File: src/rtl/lc3x_muldiv.sv
// Iterative multiply/divide unit for the LC3X MULT and DIV extensions.
// Shift-add multiply and restoring divide, one bit per cycle, registered result with a one-cycle resp pulse.
module lc3x_muldiv #(
  parameter int WIDTH = 16
) (
  input  logic             clk,
  input  logic             reset,
  input  logic             req,
  input  logic             op,
  input  logic [WIDTH-1:0] a,
  input  logic [WIDTH-1:0] b,
  output logic             ready,
  output logic             resp,
  output logic [WIDTH-1:0] result,
  output logic [WIDTH-1:0] result_hi,
  output logic             div_zero
);

  localparam int CW = $clog2(WIDTH) + 1;

  typedef enum logic [1:0] {IDLE, CALC, DONE} state_t;

  state_t           state, state_nxt;
  logic             op_q;
  logic [WIDTH-1:0] operand;
  logic [WIDTH-1:0] lo;
  logic [WIDTH:0]   acc;
  logic [CW-1:0]    cnt;
  logic             accept;
  logic             last;
  logic             dz;
  logic [WIDTH:0]   mul_sum;
  logic [WIDTH:0]   shifted;
  logic [WIDTH+1:0] trial;
  logic [WIDTH:0]   acc_nxt;
  logic [WIDTH-1:0] lo_nxt;

  // Control: ready only in IDLE, resp only in DONE.
  always_comb begin
    state_nxt = state;
    ready     = 1'b0;
    resp      = 1'b0;
    dz        = op && (b == '0);
    last      = (cnt == CW'(WIDTH - 1));
    case (state)
      IDLE: begin
        ready = 1'b1;
        if (req) state_nxt = dz ? DONE : CALC;
      end
      CALC: if (last) state_nxt = DONE;
      DONE: begin
        resp      = 1'b1;
        state_nxt = IDLE;
      end
      default: state_nxt = IDLE;
    endcase
    accept = ready && req;
  end

  always_ff @(posedge clk) begin
    if (reset) state <= IDLE;
    else       state <= state_nxt;
  end

  // acc is the high product half for multiply and the remainder for divide;
  // lo holds the multiplier (consumed LSB first) or the dividend (consumed MSB
  // first, replaced by quotient bits).
  always_comb begin
    mul_sum = acc + (lo[0] ? {1'b0, operand} : {(WIDTH + 1){1'b0}});
    shifted = {acc[WIDTH-1:0], lo[WIDTH-1]};
    trial   = {1'b0, shifted} - {2'b00, operand};
    if (op_q) begin
      if (!trial[WIDTH+1]) begin
        acc_nxt = trial[WIDTH:0];
        lo_nxt  = {lo[WIDTH-2:0], 1'b1};
      end else begin
        acc_nxt = shifted;
        lo_nxt  = {lo[WIDTH-2:0], 1'b0};
      end
    end else begin
      acc_nxt = {1'b0, mul_sum[WIDTH:1]};
      lo_nxt  = {mul_sum[0], lo[WIDTH-1:1]};
    end
  end

  always_ff @(posedge clk) begin
    if (reset) begin
      op_q      <= 1'b0;
      operand   <= '0;
      lo        <= '0;
      acc       <= '0;
      cnt       <= '0;
      result    <= '0;
      result_hi <= '0;
      div_zero  <= 1'b0;
    end else begin
      case (state)
        IDLE: if (accept) begin
          op_q <= op;
          acc  <= '0;
          cnt  <= '0;
          if (op) begin
            lo      <= a;
            operand <= b;
          end else begin
            lo      <= b;
            operand <= a;
          end
          if (dz) begin
            result    <= '1;
            result_hi <= a;
            div_zero  <= 1'b1;
          end
        end
        CALC: begin
          acc <= acc_nxt;
          lo  <= lo_nxt;
          cnt <= cnt + CW'(1);
          if (last) begin
            result    <= lo_nxt;
            result_hi <= acc_nxt[WIDTH-1:0];
            div_zero  <= 1'b0;
          end
        end
        default: ;
      endcase
    end
  end

endmodule

File: config.mk
export PLATFORM = sky130hd
export DESIGN_NAME = lc3x_muldiv
export DESIGN_NICKNAME = d
export VERILOG_FILES = /design/src/rtl/lc3x_muldiv.sv
export SDC_FILE = /design/constraint.sdc
export NUM_CORES = 1
export LEC_CHECK = 0
export BUFFER_PORTS_ARGS = -buffer_cell sky130_fd_sc_hd__buf_2
export CAP_MARGIN = 20
export CORE_UTILIZATION = 64
export DETAILED_ROUTE_END_ITERATION = 7
export GPL_TIMING_DRIVEN = 0
export PLACE_DENSITY = 0.88
export SLEW_MARGIN = 20
export SYNTH_ARGS = -nofsm -noshare
export SYNTH_HDL_FRONTEND = slang
export SYNTH_SLANG_ARGS = --single-unit
File: constraint.sdc
create_clock -name clk -period 6.4 [get_ports clk]
set_clock_uncertainty 0.1 [all_clocks]
set_input_delay 0.64 -clock clk [delete_from_list [all_inputs] [get_ports clk]]
set_output_delay 0.64 -clock clk [all_outputs]
set_load 0.05 [all_outputs]
==> flow_summary.toml, run 1 <==
[routing]
firstDrtPassIters = 8
drtAntennaViolNets = 0
drc_errors = 0
avgViaCountPerCell = 6.59
drt_wl_total_mm = 19.2
drt_iter0_markers = 574
vias = 6159
wl_per_cell_um = 20.6

[synthesis]
ys.flop_type = "dfxtp_1"
syn_area_per_cell_um2 = 8.07
synth_area_leaders = "dfxtp_1 (30%), ha_1 (7.1%), mux2i_1 (7.0%)"
ys_async_sr_fraction = 0
synth_cell_types = 67
synth_edf_count = 0
syn_nets = 814
synthCells = 742
ys_ff_latch = 90
yosys.area.top_type_share = 0.301
ys_seq_area_frac = 0.301
synth_area_mm2 = 0.00599
synth_top_area_cell = "dfxtp_1"
yosys_warnings = 0

[floorplan]
num_rows = 34
die_w_um = 98.7
num_io_pins = 71
start_util = 0.673
core_area_mm2 = 0.00889
die_area_mm2 = 0.00975
die_y_um = 98.7

[power_and_ir_drop]
p_seq_frac = 0.443
ir_drop_v = 0.000226
p_comb_frac = 0.261
p_int_mw = 0.911
leakagePower_nw = 2.81
power_mw = 1.37
p_sw_frac = 0.337
p_per_area_mw_per_mm2 = 206
pwr-share-clk = 0.296
netSwitchingPower_mw = 0.463

[clock_network]
cts.repair.resized = 0
clk_pin_slew_ps = 100
htree_num_levels = 3
clk-insertion-delay-late_ps = 370
tritoncts = "done"
root_buffer = "clkbuf_8"
cts_hold_buffers = 0
numCtsBuffers = 9
postCtsSetupRepairBufs = 0
cts_sinks = 90
clk_path_buf_depth = 2

[final_layout]
drive_gt1_frac = 0.149
nets = 893
instances_no_fill = 934
syn_to_final_growth_pct = 11.3
n_fill_cell = 709
fin_util = 0.750
final_cell_mix = "dfxtp_1 (90), nor2_1 (77), nand2_1 (75), buf_2 (72), a21oi_1 (53)"
final_common_cell = "dfxtp_1"
n_antenna_cell = 0

[worst_setup_path]
cp-end-kind = "flip-flop"
worst_ep_required_time_ps = 6530
arrival_ps = 3540
start_kind = "flip-flop"
reg2reg_slack_ps = 2990
critical_path.max_fanout = 9
worstSetupPathType = "flip-flop to flip-flop"

[global_routing]
grt_antenna_before_repair = 0
grt.overflow.total = 0
use_met3 = 0.0674
grtUsageMet2 = 0.678
grt_max_degree = 16
track_usage = 0.408
grt_pass1_wl_mm = 30.8
use_met1 = 0.508
grt_pass1_vias = 6152
grt.busiest_layer = "met2"

[place]
io_buffers = 68
placedCellCount = 918
gp_congestion = 0.985
hpwl_mm = 14.9
post-place-ws_ps = 3130

[timing]
maxSlewViolCount = 0
relSlewSlack = 0.479
setup_slack_ps = 2990
rsz0062_at_grt = "false"
timing.final.crit_share = 0.533
setup_viol = 0
setup_tns_ps = 0
fin_crit_ps = 3410
tightest_slew_ps = 782
finalHoldViolations = 0
max_clock_freq_mhz = 293

[worst_hold_path]
worstHoldPathType = "flip-flop to flip-flop"

[job]
maxCapViolations = 0

[run_status]
outcome = "finished clean"
## worst max-delay path, cell delays in order (launching register included)
cell and delay, ps:
dfxtp_1 420, and2_1 220, ha_1 210, fa_1 440, a211oi_1 240, o21bai_1 160, a31oi_1 500, o21ai_0 190
o2111ai_1 120, o21ai_1 90, a41oi_1 420, a311oi_1 160
## state kept, by name (all words and copies together) (netlist names)
register / cells
acc: 17
cnt: 5
div_zero: 1
lo: 16
op_q: 1
operand: 16
result: 16
result_hi: 16
state: 2
## metrics by stage
stage                     cell area [um2]  hold slack (ps)
after floorplan                      5990              364
after global placement               6460              352
after detailed placement             6460              352
after CTS                            6670              366
after global routing                 6670              413
final                                6670              367
## power groups by stage
stage                     Combinational, mW  Sequential [mW]  Clock, mW
after floorplan                       0.254            0.609          0
after global placement                0.335            0.619          0
after detailed placement              0.346            0.620          0
after CTS                             0.349            0.607      0.405
after global routing                  0.386            0.611      0.426
final                                 0.358            0.609      0.407
## metal layers
| metal | routed length (um) | vias to the layer above |
|---|---|---|
| met4 | 854 | 0 |
| met3 | 1970 | 83 |
| li1 | - | 2847 |
| met5 | 0 | - |
| met1 | 7380 | 2846 |
| met2 | 9010 | 383 |
## synth_stat cells, drive strengths merged, types with 18 or more instances
library cell and count:
a211oi 23, a21oi 55, and2 18, clkbuf 36
dfxtp 90, ha 34, inv 25, mux2i 42
nand2 77, nor2 77, nor3 46, o211ai 20
o21ai 25
## layout make-up
| type | instances | area [um2] | share of cell area |
|---|---|---|---|
| Timing Repair Buffer | 68 | 340 | 0.0511 |
| Sequential cell | 90 | 1800 | 0.270 |
| Buffer | 49 | 223 | 0.0334 |
| Inverter | 25 | 93.8 | 0.0141 |
| Multi-Input combinational cell | 578 | 3870 | 0.580 |
| Clock buffer | 10 | 138 | 0.0206 |
| Clock inverter | 6 | 65.1 | 0.00976 |
| Tap cell | 108 | 135 | 0.0203 |
## final timing paths
path | startpoint | to | cells past startpoint
max | lo[0] | result_hi[11] | 11
min | div_zero | div_zero | 2
max reg2reg | lo[0] | result_hi[11] | 11
min reg2reg | div_zero | div_zero | 2
## cell families (layout without fill, tap and decap cells)
logic type / after synthesis / in the layout / share of synthesized area
multiplexers: 58 / 58 / 0.100
adder cells (fa/ha/maj): 36 / 36 / 0.0777
XOR/XNOR: 25 / 25 / 0.0366
buffers and inverters: 74 / 158 / 0.0529
AO/OA/AOI/OAI: 200 / 200 / 0.233
AND/OR/NAND/NOR: 259 / 259 / 0.198
flip-flops: 90 / 90 / 0.301
(Power assumes the default switching activity.)
==> run 2, diff against run 1 <==
--- a/config.mk
+++ b/config.mk
@@ -5,12 +5,13 @@
 export SDC_FILE = /design/constraint.sdc
 export NUM_CORES = 1
 export LEC_CHECK = 0
+export ABC_AREA = 1
 export BUFFER_PORTS_ARGS = -buffer_cell sky130_fd_sc_hd__buf_2
 export CAP_MARGIN = 20
-export CORE_UTILIZATION = 64
+export CORE_UTILIZATION = 54
 export DETAILED_ROUTE_END_ITERATION = 7
 export GPL_TIMING_DRIVEN = 0
-export PLACE_DENSITY = 0.88
+export PLACE_DENSITY = 0.79
 export SLEW_MARGIN = 20
 export SYNTH_ARGS = -nofsm -noshare
 export SYNTH_HDL_FRONTEND = slang
==> constraint.sdc (replaced) <==
create_clock -name clk -period 3.1 [get_ports clk]
set_clock_uncertainty 0.1 [all_clocks]
set_input_delay 0.31 -clock clk [delete_from_list [all_inputs] [get_ports clk]]
set_output_delay 0.31 -clock clk [all_outputs]
set_load 0.05 [all_outputs]
==> run 2 against run 1 <==
  * Synthesized area up 7.5%
  * Core utilization fell by 12 points
  * Global-route usage fell by 4.9 points
  * Die area up 27%
  * First-iteration DRC count is 2.8% higher
  * Setup slack worse by 2700 ps
  * Critical path depth is 4 higher
  * Fmax up 21%
  * Routed wire length up 14%
  * Register-to-register slack worse by 2700 ps
  * Design area grew 8.5%
  * Final cell count increased by 35%
  * Critical endpoint is now acc[13]
==> flow_summary.toml, run 2 <==
[final_layout]
instances_no_fill = 1264
largest_reg_flops = 17
nets = 1188
regMostFlops = "acc"
n_antenna_cell = 0
final_cell_mix = "nand2_1 (329), inv_1 (114), a21oi_1 (95), dfxtp_1 (90), buf_2 (77)"
n_fill_cell = 1128
drive_gt1_frac = 0.122
fin_area_mm2 = 0.00723
final_common_cell = "nand2_1"
syn_to_final_growth_pct = 12.4

[routing]
drt_wl_total_mm = 21.9
drc_errors = 0
firstDrtPassIters = 7
drtAntennaViolNets = 0
avgViaCountPerCell = 5.67
wl_per_cell_um = 17.4
vias = 7170
drt_iter0_markers = 590

[power_and_ir_drop]
netSwitchingPower_mw = 1.34
p_sw_frac = 0.385
p_per_area_mw_per_mm2 = 482
p_seq_frac = 0.379
pwr-share-clk = 0.301
leakagePower_nw = 3.57
power_mw = 3.49
p_comb_frac = 0.320
ir_drop_v = 0.000339
p_int_mw = 2.14

[clock_network]
clk_pin_slew_ps = 70
tritoncts = "done"
cts_hold_buffers = 0
clk_path_buf_depth = 2
htree_num_levels = 3
cts_sinks = 90
root_buffer = "clkbuf_16"
clk-insertion-delay-late_ps = 350
numCtsBuffers = 9

[synthesis]
syn_nets = 1110
synth_top_area_cell = "dfxtp_1"
yosys_warnings = 0
synthCells = 1038
synth_area_mm2 = 0.00644
ys_async_sr_fraction = 0
synth_edf_count = 0
synth_area_leaders = "dfxtp_1 (28%), nand2_1 (19%), a21oi_1 (7.4%)"
ys_seq_area_frac = 0.280
ys.flop_type = "dfxtp_1"
syn_area_per_cell_um2 = 6.20
synth_cell_types = 48
yosys.area.top_type_share = 0.280
ys_ff_latch = 90
yosysMostFrequentCell = "nand2_1"
synth.top_cells.by_count = "nand2_1 (329), inv_1 (114), a21oi_1 (95)"

[timing]
setup_viol = 0
timing.final.crit_share = 0.909
tightest_slew_ps = 750
setup_tns_ps = 0
fin_crit_ps = 2820
rsz0062_at_grt = "false"
setup_slack_ps = 283
max_clock_freq_mhz = 355
maxSlewViolCount = 0
relSlewSlack = 0.500
finalHoldViolations = 0

[global_routing]
grt_pass1_wl_mm = 34.5
grt_antenna_before_repair = 0
track_usage = 0.359
grt_max_degree = 16
grt_pass1_vias = 6636
grt.overflow.total = 0

[floorplan]
start_util = 0.559
core_area_mm2 = 0.0115
die_w_um = 111
die_y_um = 111
num_rows = 39
num_io_pins = 71
die_area_mm2 = 0.0124

[worst_setup_path]
arrival_ps = 2930
reg2reg_slack_ps = 280
start_kind = "flip-flop"
critical_path.max_fanout = 9
worst_ep_required_time_ps = 3210
worstSetupPathType = "flip-flop to flip-flop"
cp-end-kind = "flip-flop"

[place]
placedCellCount = 1249
post-place-ws_ps = 148
gp_congestion = 0.953
hpwl_mm = 17.1
dpl_cell_area_mm2 = 0.00696
io_buffers = 68

[job]
maxCapViolations = 0

[worst_hold_path]
worstHoldPathType = "primary input to flip-flop"

[run_status]
outcome = "finished clean"
-- run 2: critical path: stages (launching register included) --
cell     delay, ps
dfxtp_1        600
nand2_1        100
inv_1           60
ha_1           260
fa_1           320
nand3_1        100
nand2_1        160
inv_1           70
o21ai_0        300
nand2_1        120
nand2_1         70
nand2_1         40
nand3_1         90
nand2_1         80
nand2_1        130
a21oi_1         70
-- run 2: per-stage QoR --
step                 util  hold slack [ps]
detailed placement  0.604              356
CTS                 0.628              145
floorplan               -              341
global route        0.628              154
finish              0.628              146
global placement    0.604              353
-- run 2: layer usage --
layer	GRT usage	vias up	routed length [um]
li1	-	3538	-
met3	0.0722	78	1930
met1	0.438	3193	8910
met5	0	-	0
met4	0.193	0	1050
met2	0.593	361	10100
-- run 2: worst paths after layout --
kind | from | end | cells past startpoint
worst max-delay path | lo[0] | acc[13] | 15
worst min-delay path | a[7] | operand[7] | 3
worst max register to register | lo[0] | acc[13] | 15
worst min register to register | div_zero | div_zero | 2
-- run 2: timing repair --
item                                    CTS  global route
resized for setup                         0             1
endpoints found under the hold margin     0             0
endpoints found under the setup margin    0            19
setup buffers                             0             0
-- run 2: cells by family (layout without fill, tap and decap cells) --
| family | count (synthesis) | after routing | synth area share |
|---|---|---|---|
| and+or+nand+nor | 512 | 512 | 0.344 |
| AOI/OAI and AO/OA | 221 | 221 | 0.188 |
| buffers and inverters | 171 | 254 | 0.105 |
| DFF | 90 | 90 | 0.280 |
| adders and majority gates | 36 | 36 | 0.0723 |
| xor gates and xnor gates | 8 | 8 | 0.0109 |
-- run 2: area by class of cell --
cell class / count / area (um2) / share of cell area
multi-input combinational: 777 / 3960 / 0.547
buffer: 42 / 193 / 0.0266
clock inverter: 6 / 42.5 / 0.00588
inverter: 128 / 480 / 0.0664
tap: 143 / 179 / 0.0247
sequential: 90 / 1800 / 0.249
timing repair buffer: 68 / 340 / 0.0470
clock buffer: 10 / 239 / 0.0330
-- run 2: power groups by stage --
stage	registers, mW	clock network (mW)	logic [mW]
after global placement	1.33	0	1.08
after global routing	1.32	1.09	1.22
after detailed placement	1.33	0	1.09
final	1.32	1.05	1.11
after floorplan	1.39	0	0.724
after CTS	1.31	1.05	1.10
==> run 3, diff against run 2 <==
--- a/config.mk
+++ b/config.mk
@@ -8,10 +8,11 @@
 export ABC_AREA = 1
 export BUFFER_PORTS_ARGS = -buffer_cell sky130_fd_sc_hd__buf_2
 export CAP_MARGIN = 20
-export CORE_UTILIZATION = 54
+export CORE_ASPECT_RATIO = 1.4
+export CORE_UTILIZATION = 50
 export DETAILED_ROUTE_END_ITERATION = 7
 export GPL_TIMING_DRIVEN = 0
-export PLACE_DENSITY = 0.79
+export PLACE_DENSITY = 0.74
 export SLEW_MARGIN = 20
 export SYNTH_ARGS = -nofsm -noshare
 export SYNTH_HDL_FRONTEND = slang
==> run 3 against run 2 <==
  * Sequential power about the same
  * Clock-buffer cell count did not move
  * Worst hold slack better by 0.75 ps
  * Setup slack got worse by 71 ps
  * Clock power is essentially flat
  * Fmax fell by 2.5%
  * Global-route usage decreased by 1.5 points
  * Routed wire length rose by 2.8%
  * Sequential share of layout area decreased by 0.052 points
  * Combinational power about the same
  * Register-to-register slack got worse by 70 ps
  * Largest power group unchanged
==> flow_summary.toml, run 3 (synthesis results as in run 2) <==
[power_and_ir_drop]
pwr-share-clk = 0.305
ir_drop_v = 0.000465
p_int_mw = 2.15
p_sw_frac = 0.386
leakagePower_nw = 3.58
p_comb_frac = 0.321
netSwitchingPower_mw = 1.35
p_seq_frac = 0.374
p_per_area_mw_per_mm2 = 484

[global_routing]
grt.overflow.total = 0
track_usage = 0.344
grt_antenna_before_repair = 0
grt_pass1_wl_mm = 35.1
grt_max_degree = 17
grt_pass1_vias = 6848

[worst_setup_path]
critical_path_buf_inv_count = 2
slowest_stage = "dfxtp_1"
worst_ep_required_time_ps = 3220
r2r_cells = 12
cp-end-kind = "flip-flop"
critical_path.max_fanout = 10
reg2reg_slack_ps = 210
critPathMaxStageDelay_ps = 570
start_kind = "flip-flop"
worstReg2RegEnd = "acc[9]"
cpMostUsedCell = "nand2_1"
arrival_ps = 3010
path_delay_family = "simple AND/OR/NAND/NOR gates"
crit_chain = "clkbuf_2, nand2_1, inv_1, ha_1, a21oi_1, o21ai_0, nand3b_1, or2_2, nand3_1, nand2_1, nand2_1, a21oi_1"
r2r-start = "lo[0]"
worstSetupPathType = "flip-flop to flip-flop"

[timing]
max_clock_freq_mhz = 346
tightest_slew_ps = 844
fin_crit_ps = 2890
timing.final.crit_share = 0.932
rsz0062_at_grt = "false"
setup_tns_ps = 0
finalHoldViolations = 0
relSlewSlack = 0.438
setup_viol = 0
maxSlewViolCount = 0

[worst_hold_path]
worstHoldPathType = "primary input to flip-flop"
whs_path_depth = 3
holdPathEnd = "operand[13]"
min_from = "a[13]"

[floorplan]
start_util = 0.518
die_w_um = 97.9
num_io_pins = 71
die_y_um = 136
num_rows = 48
core_area_mm2 = 0.0124
die_area_mm2 = 0.0133

[routing]
avgViaCountPerCell = 5.60
drt_iter0_markers = 440
drt_wl_total_mm = 22.6
vias = 7115
drc_errors = 0
drtAntennaViolNets = 0
wl_per_cell_um = 17.8
firstDrtPassIters = 7

[final_layout]
largest_reg_flops = 17
final_common_cell = "nand2_1"
multi_input_area_mm2 = 0.00396
n_antenna_cell = 0
regArea_mm2 = 0.00180
regMostFlops = "acc"
final_cell_mix = "nand2_1 (329), inv_1 (114), a21oi_1 (95), dfxtp_1 (90), buf_2 (77)"
n_fill_cell = 1270
fin_util = 0.583
drive_gt1_frac = 0.122
nets = 1188
syn_to_final_growth_pct = 12.6

[job]
maxCapViolations = 0

[place]
io_buffers = 68
hpwl_mm = 18.1
gp_congestion = 1.00

[run_status]
outcome = "finished clean"

[clock_network]
tritoncts = "done"
numCtsBuffers = 9
clk-insertion-delay-late_ps = 360
cts_sinks = 90
htree_num_levels = 3
clk_pin_slew_ps = 70
postCtsSetupRepairBufs = 0
clk_path_buf_depth = 2
root_buffer = "clkbuf_16"
==> run 3: tightest hold or removal path: stages <==
cell	delay [ps]
buf_2	120
nand2_1	60
a31oi_1	70
==> run 3: final cells by class <==
type	count	share of cell area
multi-input combinational	777	0.546
sequential	90	0.249
inverter	128	0.0663
timing repair buffer	68	0.0469
clock buffer	10	0.0330
buffer	42	0.0266
tap	150	0.0259
clock inverter	6	0.00673
==> run 3: routing by layer <==
layer / GRT usage / routed length, um / vias up
met4: 0.246 / 1550 / 0
li1: - / - / 3543
met2: 0.619 / 11100 / 268
met5: 0 / 0 / -
met1: 0.376 / 8770 / 3210
met3: 0.0360 / 1170 / 94
==> run 3: worst max path at each step <==
| stage | from | to | slack, ps | cells past startpoint |
|---|---|---|---|---|
| after detailed placement | lo[0] | acc[9] | 60 | 13 |
| after CTS | lo[0] | acc[9] | 40 | 13 |
| after global placement | lo[0] | acc[9] | 70 | 13 |
| after floorplan | lo[0] | acc[9] | 760 | 13 |
| after global routing | lo[0] | acc[9] | 100 | 12 |
| final | lo[0] | acc[9] | 210 | 12 |
==> run 3: power groups by stage <==
| stage | clock network [mW] | logic, mW | registers, mW |
|---|---|---|---|
| floorplan | 0 | 0.724 | 1.39 |
| global placement | 0 | 1.10 | 1.33 |
| detailed placement | 0 | 1.11 | 1.33 |
| CTS | 1.06 | 1.11 | 1.30 |
| global route | 1.10 | 1.23 | 1.32 |
| finish | 1.07 | 1.12 | 1.31 |
==> run 3: stage by stage <==
stage / cell area (um2) / instances / power, mW / hold slack (ps) / worst slack [ps]
after global routing: 7250 / 1271 / 3.65 / 163 / 99.7
after floorplan: 6440 / 1038 / 2.11 / 341 / 765
after global placement: 6960 / 1256 / 2.43 / 353 / 69.5
after CTS: 7250 / 1272 / 3.48 / 151 / 44.1
final: 7250 / 1271 / 3.51 / 146 / 212
after detailed placement: 6960 / 1256 / 2.44 / 360 / 61.4
==> run 3: timing repair <==
item / 4_1_cts / 5_1_grt
hold buffers: 0 / 0
endpoints found under the hold margin: 0 / 0
setup endpoints to repair: 0 / 9
gates resized for setup: 0 / 1
